$ cat src/rtl/race_timer.sv
`default_nettype none
// ============================================================================
// Module      : race_timer
// Description : Race sequencer with a 3-2-1-GO countdown, a BCD m:ss elapsed
//               clock and race end on a finish request or time limit.
// Revision    : 1.0 - initial release
// ============================================================================
module race_timer #(
    parameter int START_COUNT = 3,
    parameter int TIME_LIMIT  = 180
) (
    input  logic       clk,
    input  logic       rst,
    input  logic       clk1hz,
    input  logic       start,
    input  logic       pause,
    input  logic       finish,
    output logic [1:0] state,
    output logic [3:0] countdown,
    output logic [3:0] min,
    output logic [3:0] sec_tens,
    output logic [3:0] sec_ones,
    output logic       go,
    output logic       timeout,
    output logic       tick
);

    typedef enum logic [1:0] {
        S_IDLE      = 2'd0,
        S_COUNTDOWN = 2'd1,
        S_RUN       = 2'd2,
        S_DONE      = 2'd3
    } state_t;

    localparam logic [3:0] START_CNT_C  = 4'(START_COUNT);
    localparam logic [9:0] TIME_LIMIT_C = 10'(TIME_LIMIT);

    state_t     state_q;
    logic [3:0] countdown_q;
    logic [3:0] min_q, min_d;
    logic [3:0] sec_tens_q, sec_tens_d;
    logic [3:0] sec_ones_q, sec_ones_d;
    logic [9:0] elapsed_q, elapsed_d;
    logic       timeout_q;
    logic       clk1hz_q;
    logic       tick_q;
    logic       tick_i;
    logic       carry_ones;
    logic       carry_tens;

    // clk1hz is only ever treated as data; its rising edge becomes an enable.
    assign tick_i = clk1hz & ~clk1hz_q;

    always_comb begin
        carry_ones = (sec_ones_q == 4'd9);
        carry_tens = carry_ones && (sec_tens_q == 4'd5);
        sec_ones_d = carry_ones ? 4'd0 : sec_ones_q + 4'd1;
        sec_tens_d = sec_tens_q;
        if (carry_ones) begin
            sec_tens_d = (sec_tens_q == 4'd5) ? 4'd0 : sec_tens_q + 4'd1;
        end
        min_d = min_q;
        if (carry_tens && (min_q != 4'd9)) begin
            min_d = min_q + 4'd1;
        end
        elapsed_d = elapsed_q + 10'd1;
    end

    always_ff @(posedge clk) begin
        if (rst) begin
            state_q     <= S_IDLE;
            countdown_q <= 4'd0;
            min_q       <= 4'd0;
            sec_tens_q  <= 4'd0;
            sec_ones_q  <= 4'd0;
            elapsed_q   <= 10'd0;
            timeout_q   <= 1'b0;
            clk1hz_q    <= 1'b1;
            tick_q      <= 1'b0;
        end else begin
            clk1hz_q <= clk1hz;
            tick_q   <= tick_i;
            case (state_q)
                S_IDLE, S_DONE: begin
                    if (start) begin
                        state_q     <= S_COUNTDOWN;
                        countdown_q <= START_CNT_C;
                        min_q       <= 4'd0;
                        sec_tens_q  <= 4'd0;
                        sec_ones_q  <= 4'd0;
                        elapsed_q   <= 10'd0;
                        timeout_q   <= 1'b0;
                    end
                end
                S_COUNTDOWN: begin
                    if (tick_i && !pause) begin
                        if (countdown_q == 4'd1) begin
                            state_q     <= S_RUN;
                            countdown_q <= 4'd0;
                        end else begin
                            countdown_q <= countdown_q - 4'd1;
                        end
                    end
                end
                S_RUN: begin
                    // A finish in the same cycle as a tick freezes time before the increment.
                    if (finish) begin
                        state_q   <= S_DONE;
                        timeout_q <= 1'b0;
                    end else if (tick_i && !pause) begin
                        min_q      <= min_d;
                        sec_tens_q <= sec_tens_d;
                        sec_ones_q <= sec_ones_d;
                        elapsed_q  <= elapsed_d;
                        if (elapsed_d == TIME_LIMIT_C) begin
                            state_q   <= S_DONE;
                            timeout_q <= 1'b1;
                        end
                    end
                end
                default: state_q <= S_IDLE;
            endcase
        end
    end

    assign state     = state_q;
    assign countdown = countdown_q;
    assign min       = min_q;
    assign sec_tens  = sec_tens_q;
    assign sec_ones  = sec_ones_q;
    assign go        = (state_q == S_RUN);
    assign timeout   = timeout_q && (state_q == S_DONE);
    assign tick      = tick_q;

endmodule
`default_nettype wire

$ cat config.mk
export PLATFORM = sky130hd
export DESIGN_NAME = race_timer
export DESIGN_NICKNAME = d
export VERILOG_FILES = /design/src/rtl/race_timer.sv
export SDC_FILE = /design/constraint.sdc
export NUM_CORES = 1
export LEC_CHECK = 0
export ABC_CLOCK_PERIOD_IN_PS = 3230
export CAP_MARGIN = 20
export CORE_MARGIN = 3
export CORE_UTILIZATION = 58
export DETAILED_ROUTE_END_ITERATION = 12
export PLACE_DENSITY = 0.84
export REMOVE_ABC_BUFFERS = 1
export SLEW_MARGIN = 10
export SYNTH_ARGS = -nofsm -noshare
export SYNTH_HDL_FRONTEND = slang
export SYNTH_SLANG_ARGS = --single-unit
$ cat constraint.sdc
create_clock -name clk -period 3.23 [get_ports clk]
set_clock_uncertainty 0.05 [all_clocks]
set_input_delay 0.4845 -clock clk [delete_from_list [all_inputs] [get_ports clk]]
set_output_delay 0.4845 -clock clk [all_outputs]
set_load 0.02 [all_outputs]
Word level (Yosys, flattened, before mapping)
Index checks and enable logic that the tools add are counted.

Word-level logic and storage cells: 82. Input port bits: 6. Output and inout bits: 21. Flip-flop bits (word level): 31.

Add/subtract/negate cells: 5. Reductions and logical operators: 15. Muxes and demuxes: 34. Eq/ne operators: 17. Bitwise logic cells: 2.

Operators by type and width (number): 2-to-1 mux 4 bit (14); one-hot mux 4 bit (2 select lines) (4); 2-to-1 mux 10 bit (3); one-hot mux 10 bit (2 select lines) (1); AND reduction 5 bit (3); adder 4 x 1 -> 4 bit, second input constant (3); 2-to-1 mux 2 bit (6); adder 10 x 1 -> 10 bit, second input constant (1); == test 10 x 8 -> 1 bit, second input constant (1); != test 2 bit, second input constant (4); AND reduction 4 bit (2); != test 2 x 1 -> 1 bit, second input constant (3); != test 3 x 2 -> 1 bit, second input constant (2); one-hot mux 2 bit (3 select lines) (1); == test 2 bit, second input constant (2); == test 4 x 1 -> 1 bit, second input constant (1); == test 4 x 3 -> 1 bit, second input constant (1); == test 4 bit, second input constant (1); logical AND 1 bit (4); 2-to-1 mux 1 bit (4); != test 4 bit, second input constant (1); nonzero test 2 bit (2); subtractor 4 x 1 -> 4 bit, second input constant (1); AND reduction 3 bit (1); other kinds (7) (7).

Longest topological paths before layout
Gate-level depths: netlist of run 1.

Word-level depth: 7. Gate-level depth with buffers: 9. Mapped depth without buffers: 7.

Worst setup path after synthesis of run 1
OpenSTA, ideal clock, no wires.

Path kind: reg-to-reg. Start point: register state_q[0] (netlist: state[0]). End point: register sec_tens_q[3] (netlist: sec_tens[3]). Data required time: 3122 ps. Clock period less this slack: 2130 ps. Library setup time: 58 ps. Slack: 1100 ps. Buffers on the path: 1. Cell stages (with the launch flop): 8. Data arrival time: 2022 ps. Cell sequence: dfxtp_1 -> inv_1 -> ha_1 -> nor2b_1 -> buf_2 -> or4_4 -> nor3_2 -> a211o_1.

Word-level cells in the longest chain between the ends: 4. Elaborated cells on any way between the ends: 11. Those cells by class: eq/ne: 6; mux: 1; reduce/logical: 4.

RTL lines: from (decl) (line 38) `state_t state_q;`; from (signal assigned) (line 71) `state_q <= S_IDLE;`; from (signal assigned) (line 86) `state_q <= S_COUNTDOWN;`; from (signal assigned) (line 98) `state_q <= S_RUN;`; == test 2 bit / logical NOT 2 bit (equally long branches) (line 83) `case (state_q)`; OR reduction 2 bit (line 83); != test 2 bit (no line) / nonzero test 2 bit (equally long branches); AND reduction 5 bit (no line); to (signal assigned) (line 112) `sec_tens_q <= sec_tens_d;`; to (decl) (line 41) `logic [3:0] sec_tens_q, sec_tens_d;`.

Parallel ways exist; a longest one is shown, timed or not. A chain may end at the register's enable or synchronous reset.

Final worst setup path of run 1
Start point: register state_q[0] (netlist: state[0]). End point: output port go.

Word-level cells in the longest chain between the ends: 1.

RTL lines: == test 2 bit (line 131) `assign go = (state_q == S_RUN);`; to (decl) (line 23) `output logic go,`.

No other way between the ends.

==> results of run 1 <==
## state kept, by name, indices dropped and copies added, names as in the netlist
register / count
sec_tens: 4
timeout_q: 1
tick: 1
min: 4
sec_ones: 4
state: 2
clk1hz_q: 1
elapsed_q: 10
countdown: 4
## final timing paths
kind,to,from,slack (ns)
max,go,state[0]$_SDFFE_PP0P_,0.82
min,elapsed_q[3]$_SDFFE_PP0P_,elapsed_q[3]$_SDFFE_PP0P_,0.46
max reg2reg,elapsed_q[8]$_SDFFE_PP0P_,state[0]$_SDFFE_PP0P_,0.89
min reg2reg,elapsed_q[3]$_SDFFE_PP0P_,elapsed_q[3]$_SDFFE_PP0P_,0.46
## synthesized netlist by cell type, drive strengths merged (2+ instances only)
| cell type | n |
|---|---|
| and3 | 5 |
| or2 | 2 |
| nand3b | 6 |
| nor2 | 35 |
| a311oi | 3 |
| nor3 | 7 |
| a211oi | 6 |
| nand2 | 12 |
| dfxtp | 31 |
| nand3 | 12 |
| xor2 | 2 |
| nor3b | 2 |
| a31oi | 4 |
| clkbuf | 5 |
| and2 | 6 |
| inv | 9 |
| mux2 | 2 |
| a21oi | 14 |
| xnor2 | 3 |
| nor2b | 4 |
| ha | 13 |
| nand2b | 5 |
| buf | 3 |
| or3b | 3 |
| o21ai | 7 |
| o211a | 2 |
## routing by layer
layer  track usage  up-vias
li1              -      832
met5             0        -
met3       0.06667        4
met1        0.3009      788
met2        0.3723       52
met4       0.09366        0
## power groups by stage
stage / combinational [µW] / clock [µW] / sequential, µW
detailed placement: 704 / 0 / 472
finish: 714 / 320 / 465
floorplan: 449 / 0 / 505
global route: 797 / 347 / 472
CTS: 711 / 325 / 464
global placement: 675 / 0 / 466
## logic make-up after synthesis
kind of cell	Yosys count	share of synthesized area
AND/OR/NAND/NOR	106	0.3180
AO/OA/AOI/OAI	46	0.1753
flip-flops	31	0.3370
buffers and inverters	17	0.04008
adder cells (fa/ha/maj)	13	0.08832
XOR/XNOR	5	0.02378
multiplexers	3	0.01766
## worst reg2reg max path, cell delays in order, from the launching register on
cell	delay [ns]
dfxtp_1	0.43
inv_1	0.10
ha_1	0.37
nor2b_1	0.16
buf_4	0.17
nor3_4	0.44
and2_2	0.25
a31oi_1	0.08
a211oi_1	0.22
## layout make-up
cell class	instances	area [µm²]
Clock buffer	6	51.30
Clock inverter	2	35.03
Fill cell	244	684.4
Inverter	9	33.78
Multi-Input combinational cell	173	1147
Sequential cell	31	620.6
Tap cell	42	52.55
Timing Repair Buffer	28	275.3
## per-stage QoR
step | utilization | std cells | setup slack, ns
2_1_floorplan | - | 213 | 1.052
4_1_cts | 0.7640 | 291 | 0.8115
3_5_place_dp | 0.7343 | 283 | 0.6698
6_report | 0.7640 | 291 | 0.8233
5_1_grt | 0.7640 | 291 | 0.5998
3_3_place_gp | 0.7343 | 283 | 0.7588
==> flow_summary.json, run 1 <==
{
  "synth-seq-area-share": 0.3370,
  "via_per_inst": 5.759,
  "synth_edf_count": 0,
  "drt-total-wl_um": 4180,
  "wl_met1_um": 1811,
  "yosys_warnings": 0,
  "reg2reg_depth": 8,
  "first_global_vias": 1604,
  "worst_slew_margin_rel": 0.6881,
  "whs_ns": 0.4588,
  "die_h_um": 62.35,
  "critPathMaxFanout": 9,
  "end_kind": "output pin",
  "diodes": 0,
  "p_total_uw": 1498,
  "clkTransAtPathRegs_ns": 0.09,
  "fin_crit_ns": 2.407,
  "start_util": 0.6350,
  "synthArstFlopShare": 0,
  "routed-wl-met3_um": 243,
  "crit_buf_inv": 2,
  "drv_cap": 0,
  "postRouteAntennaNets": 0,
  "tightest_slew_ns": 0.4615,
  "grt_pass1_wl_um": 7389,
  "path_class": "flip-flop to output pin",
  "die-area_um2": 3888,
  "cts_buffers": 5,
  "pwr-share-clk": 0.214,
  "placed_area_um2": 2130,
  "layout-drive-gt1-share": 0.09639,
  "mostFrequentLayoutCell": "nor2_1",
  "critPathArrivalTime_ns": 1.87,
  "p_int_uw": 880.1,
  "start_kind": "flip-flop",
  "fin_crit_sh": 0.7451,
  "ys_types": 55,
  "num_vias": 1676,
  "grt_use_total": 0.2348,
  "crit_chain": "inv_1, ha_1, clkdlybuf4s50_1",
  "clock_latency_ns": 0.34,
  "maxUsedRoutingLayer": "met4",
  "p_sw_uw": 618.2,
  "cts.repair.resized": 0,
  "critical_path.slowest_cell": "clkdlybuf4s50_1",
  "combPwrFrac": 0.476,
  "crit_family": "buffers and inverters",
  "cts_setup_buffers": 0,
  "die_w_um": 62.35,
  "ir_drop_v": 0.0005831,
  "synthToLayoutAreaGrowth_pct": 20.31,
  "drt_iter0_markers": 174,
  "tns_ns": 0,
  "cellLeakagePower_uw": 0.0008302,
  "antenna_found_initial": 0,
  "cts_tree": "yes",
  "yosys_most_used_dff": "dfxtp_1",
  "fmax_mhz": 415.5,
  "postCtsHoldBufs": 0,
  "drc_errors": 0,
  "syn_inst": 221,
  "coreArea_um2": 2900,
  "syn_area_per_cell_um2": 8.334,
  "io_pins": 27,
  "clock_sinks": 31,
  "synth_top_area_frac": 0.3370,
  "status": "finished clean",
  "synth_top_area_cell": "dfxtp_1",
  "final_cell_mix": "nor2_1 (35), dfxtp_1 (31), clkdlybuf4s50_1 (26)",
  "rsz0062_at_grt": "no",
  "ys_seq_elements": 31,
  "clockRootBuffer": "clkbuf_4",
  "dr_wl_met2_um": 2087,
  "yosys-top-cells-area": "dfxtp_1 (34%), ha_1 (8.8%), nor2_1 (7.1%), a21oi_1 (3.5%), nand3_1 (3.3%)",
  "powerDensity_nw_per_um2": 676.2,
  "wl_per_cell_um": 14.36,
  "setup_violations": 0,
  "dp_hpwl_um": 3114,
  "grt_max_degree": 28,
  "crit_cells": 3,
  "dr.pass1.iters": 4,
  "h-tree-depth": 2,
  "cpPeakStageDelay_ns": 0.68,
  "clk_path_buf_depth": 2,
  "final_cell_area_um2": 2216,
  "switching_share": 0.4126,
  "fp-row-count": 19,
  "post_synth_instance_area_um2": 1842,
  "p_seq_frac": 0.310,
  "holdPathStages": 2,
  "hold_class": "flip-flop to flip-flop",
  "gp_congestion": 0.8376,
  "required_ns": 2.70,
  "overflow": 0,
  "io_buffer_count": 26,
  "slew_violations": 0,
  "fin_nets": 267,
  "hold_viol": 0
}
No activity file was read; power rests on OpenSTA's default activity.
==> run 2, diff against run 1 <==
- ABC_CLOCK_PERIOD_IN_PS: 3230 -> 2300
- CORE_UTILIZATION: 58 -> 54
- PLACE_DENSITY: 0.84 -> 0.79
- clock period: 3.23 -> 2.3 ns (I/O delays scaled with it)
==> flow_summary.json, run 2 (synthesis results as in run 1) <==
{
  "grt_pass1_wl_um": 7203,
  "fillers": 275,
  "cts_tree": "yes",
  "fin_crit_ns": 2.146,
  "tightest_slew_ns": 0.3802,
  "worst_slew_margin_rel": 0.7465,
  "top_register": "elapsed_q",
  "overflow": 0,
  "first_global_vias": 1619,
  "powerDensity_nw_per_um2": 900.2,
  "largest_register_ff_count": 10,
  "fp-row-count": 20,
  "setup_violations": 0,
  "synthToLayoutAreaGrowth_pct": 21.81,
  "clkTransAtPathRegs_ns": 0.09,
  "clock_latency_ns": 0.32,
  "cellLeakagePower_uw": 0.0008482,
  "path_class": "flip-flop to flip-flop",
  "final_cell_mix": "nor2_1 (35), dfxtp_1 (31), clkdlybuf4s50_1 (26)",
  "critPathMaxFanout": 5,
  "hold_class": "flip-flop to flip-flop",
  "cts_setup_buffers": 0,
  "p_total_uw": 2020,
  "seqCellArea_um2": 620.6,
  "slew_violations": 0,
  "status": "finished clean",
  "fin_nets": 274,
  "rr_endpoint": "sec_tens[3]$_SDFFE_PP0P_",
  "die_h_um": 64.40,
  "gp_congestion": 0.8457,
  "coreArea_um2": 3153,
  "clockRootBuffer": "clkbuf_4",
  "diodes": 0,
  "die_w_um": 64.40,
  "drv_cap": 0,
  "tns_ns": 0,
  "mostFrequentLayoutCell": "nor2_1",
  "start_util": 0.5841,
  "fin_crit_sh": 0.9329,
  "r2r_start": "state[0]$_SDFFE_PP0P_",
  "antenna_found_initial": 0,
  "reg2reg_slack_ns": 0.15,
  "layout-drive-gt1-share": 0.1216,
  "multi_input_area_um2": 1150,
  "rsz0062_at_grt": "no",
  "grt_use_total": 0.2194,
  "grt_max_degree": 28,
  "cts_buffers": 5,
  "drc_errors": 0,
  "clk_path_buf_depth": 2,
  "end_kind": "flip-flop",
  "die-area_um2": 4147,
  "drt_iter0_markers": 96,
  "min_to": "elapsed_q[9]$_SDFFE_PP0P_",
  "reg2reg_depth": 7,
  "required_ns": 2.53,
  "wl_per_cell_um": 13.60,
  "fmax_mhz": 466.1,
  "io_buffer_count": 26,
  "h-tree-depth": 2,
  "dr.pass1.iters": 4,
  "dp_hpwl_um": 3079,
  "ir_drop_v": 0.0006087,
  "hold_start": "elapsed_q[9]$_SDFFE_PP0P_",
  "postRouteAntennaNets": 0,
  "holdPathStages": 1,
  "clock_sinks": 31,
  "num_vias": 1647,
  "io_pins": 27,
  "via_per_inst": 5.508,
  "start_kind": "flip-flop",
  "drt-total-wl_um": 4065,
  "hold_viol": 0,
  "critPathArrivalTime_ns": 2.37
}
[run 2: cell types whose count changed in the layout (fill, tap and decap cells not counted), sizes merged]
cell,previous run,this run
bufinv,1,0
buf,2,9
[run 2: cell type report]
type                            instances  area share
Multi-Input combinational cell        173      0.5125
Timing Repair Buffer                   35      0.1461
Clock inverter                          1    0.002231
Inverter                                9     0.01506
Clock buffer                            6     0.02287
Sequential cell                        31      0.2766
Tap cell                               44     0.02454
[run 2: routing by layer]
metal  global-route usage  wire, µm  vias up
met1               0.2957      1947      749
met4              0.06332        45        0
met3              0.04394       244        4
met2               0.3544      1828       49
li1                     -         -      845
met5                    0         0        -
[run 2: how the worst max path moves through the flow]
stage / start / endpoint / slack, ns
final: state[0]$_SDFFE_PP0P_ / sec_tens[3]$_SDFFE_PP0P_ / 0.15
after global routing: state[0]$_SDFFE_PP0P_ / sec_tens[3]$_SDFFE_PP0P_ / 0.008
after global placement: clk1hz / state[0]$_SDFFE_PP0P_ / 0.06
after floorplan: state[0]$_SDFFE_PP0P_ / elapsed_q[8]$_SDFFE_PP0P_ / 0.12
after detailed placement: clk1hz / state[1]$_SDFFE_PP0P_ / 0.01
after CTS: state[0]$_SDFFE_PP0P_ / go / 0.08
[run 2: power by group]
part,switching [µW],leakage [µW],total [µW],internal [µW]
clock,180,0.0000341,321,141
sequential,59.8,0.000251,651,591
combinational,613,0.000563,1050,434
[run 2: timing repair]
action / CTS / global route
setup endpoints to repair: 0 / 4
hold buffers: 0 / 0
resized for setup: 0 / 1
hold endpoints to repair: 0 / 0
[run 2: worst max-delay path: stages, from the launching register on]
cell     delay (ns)
dfxtp_1        0.42
inv_1          0.09
ha_2           0.36
nor2b_1        0.27
a21oi_2        0.08
or4_4          0.56
nor3_2         0.16
a211o_1        0.11
[run 2: metrics by stage]
step	cell area [µm²]	util	cells	worst slack, ns	hold slack, ns
final	2243	0.7115	299	0.1544	0.4401
after global routing	2243	0.7115	299	0.008030	0.4889
after detailed placement	2185	0.6929	292	0.01070	0.4203
after CTS	2241	0.7107	299	0.07925	0.4356
after global placement	2185	0.6929	292	0.06189	0.4226
after floorplan	1802	-	213	0.1222	0.3641
==> run 3, diff against run 2 <==
- ABC_CLOCK_PERIOD_IN_PS: 2300 -> 2700
- CORE_UTILIZATION: 54 -> 58
- PLACE_DENSITY: 0.79 -> 0.84
- clock period: 2.3 -> 2.7 ns (I/O delays scaled with it)
==> flow_summary.json, run 3 (synthesis results as in run 1) <==
{
  "clk_path_buf_depth": 2,
  "clkTransAtPathRegs_ns": 0.09,
  "postRouteAntennaNets": 0,
  "start_kind": "flip-flop",
  "start_util": 0.6350,
  "mostFrequentLayoutCell": "nor2_1",
  "rsz0062_at_grt": "no",
  "die_h_um": 62.35,
  "layout-drive-gt1-share": 0.09639,
  "p_seq_frac": 0.310,
  "antenna_found_initial": 0,
  "setup_violations": 0,
  "cts_buffers": 5,
  "powerDensity_nw_per_um2": 804.7,
  "dp_cells": 283,
  "finalNonFillerCells": 291,
  "crit_buf_inv": 2,
  "status": "finished clean",
  "switching_share": 0.4097,
  "fin_crit_ns": 2.299,
  "first_global_vias": 1639,
  "cts_tree": "yes",
  "overflow": 0,
  "via_per_inst": 5.928,
  "final_cell_mix": "nor2_1 (35), dfxtp_1 (31), clkdlybuf4s50_1 (26)",
  "num_vias": 1725,
  "p_int_uw": 1053,
  "h-tree-depth": 2,
  "io_pins": 27,
  "fin_nets": 267,
  "crit_chain": "inv_1, ha_1, clkdlybuf4s50_1",
  "cellLeakagePower_uw": 0.0008302,
  "p_total_uw": 1783,
  "die_w_um": 62.35,
  "gp_congestion": 0.8448,
  "die-area_um2": 3888,
  "largest_register_ff_count": 10,
  "grt_max_degree": 28,
  "fin_crit_sh": 0.8514,
  "cts.repair.resized": 0,
  "io_buffer_count": 26,
  "drc_errors": 0,
  "coreArea_um2": 2900,
  "top_register": "elapsed_q",
  "combPwrFrac": 0.475,
  "path_class": "flip-flop to output pin",
  "hold_viol": 0,
  "clockRootBuffer": "clkbuf_4",
  "critPathMaxFanout": 9,
  "crit_family": "buffers and inverters",
  "wl_per_cell_um": 14.40,
  "clock_sinks": 31,
  "fp-row-count": 19,
  "p_sw_uw": 730.5,
  "pwr-share-clk": 0.215,
  "worst_slew_margin_rel": 0.6590,
  "dr.pass1.iters": 4,
  "critical_path.slowest_cell": "clkdlybuf4s50_1",
  "tns_ns": 0,
  "fillers": 232,
  "grt_use_total": 0.2276,
  "slew_violations": 0,
  "drt_iter0_markers": 182,
  "clock_latency_ns": 0.34,
  "drv_cap": 0,
  "tightest_slew_ns": 0.5046,
  "dp_hpwl_um": 3068,
  "hold_class": "flip-flop to flip-flop",
  "postCtsHoldBufs": 0,
  "drt-total-wl_um": 4190,
  "synthToLayoutAreaGrowth_pct": 20.31,
  "required_ns": 2.25,
  "whs_ns": 0.4509,
  "cts_setup_buffers": 0,
  "critPathArrivalTime_ns": 1.84,
  "cpPeakStageDelay_ns": 0.68,
  "fmax_mhz": 435.0,
  "diodes": 0,
  "ir_drop_v": 0.0005559,
  "end_kind": "output pin",
  "grt_pass1_wl_um": 7196
}
run 3: cell types whose count changed in the layout (fill, tap and decap cells not counted):
cell,previous run,this run
ha_2,1,0
ha_1,12,13
bufinv_16,0,1
buf_4,9,2
run 3: metal layers:
metal	track usage	vias up	routed length [µm]
met1	0.2844	816	1841
met4	0.06887	0	55
li1	-	844	-
met5	0	-	0
met2	0.3831	55	2030
met3	0.06126	10	262
run 3: cell type report:
cell class | instances | area [µm²] | area share
repair buffers | 28 | 275.3 | 0.1242
well taps | 42 | 52.55 | 0.02372
flip-flops and latches | 31 | 620.6 | 0.2801
clock buffers | 6 | 51.30 | 0.02315
inverters | 9 | 33.78 | 0.01525
clock inverters | 2 | 35.03 | 0.01581
multi-input cells | 173 | 1147 | 0.5178
run 3: worst reg2reg max path, delay by kind of cell (launching register included):
| family | cells | cell delay [ns] |
|---|---|---|
| buffers and inverters | 1 | 0.09 |
| AND/OR/NAND/NOR | 3 | 1.04 |
| adder cells (fa/ha/maj) | 1 | 0.36 |
| AO/OA/AOI/OAI | 2 | 0.21 |
| flip-flops | 1 | 0.41 |
run 3: per-stage QoR:
step	cell area [µm²]	util	worst slack, ns
4_1_cts	2216	0.7640	0.4201
3_3_place_gp	2130	0.7343	0.3084
3_5_place_dp	2130	0.7343	0.2486
6_report	2216	0.7640	0.4012
5_1_grt	2216	0.7640	0.3336
2_1_floorplan	1802	-	0.5222
run 3: final timing paths:
check | start | end | slack (ns) | cells after the start
max | state[0]$_SDFFE_PP0P_ | go | 0.40 | 3
min | elapsed_q[3]$_SDFFE_PP0P_ | elapsed_q[3]$_SDFFE_PP0P_ | 0.45 | 2
max reg2reg | state[0]$_SDFFE_PP0P_ | sec_tens[3]$_SDFFE_PP0P_ | 0.50 | 7
min reg2reg | elapsed_q[3]$_SDFFE_PP0P_ | elapsed_q[3]$_SDFFE_PP0P_ | 0.45 | 2
run 3: power by group through the flow:
stage	logic, µW	clock network (µW)	registers (µW)
after floorplan	537	0	604
after global placement	808	0	558
after detailed placement	834	0	564
after CTS	843	387	553
after global routing	930	416	564
final	847	383	553
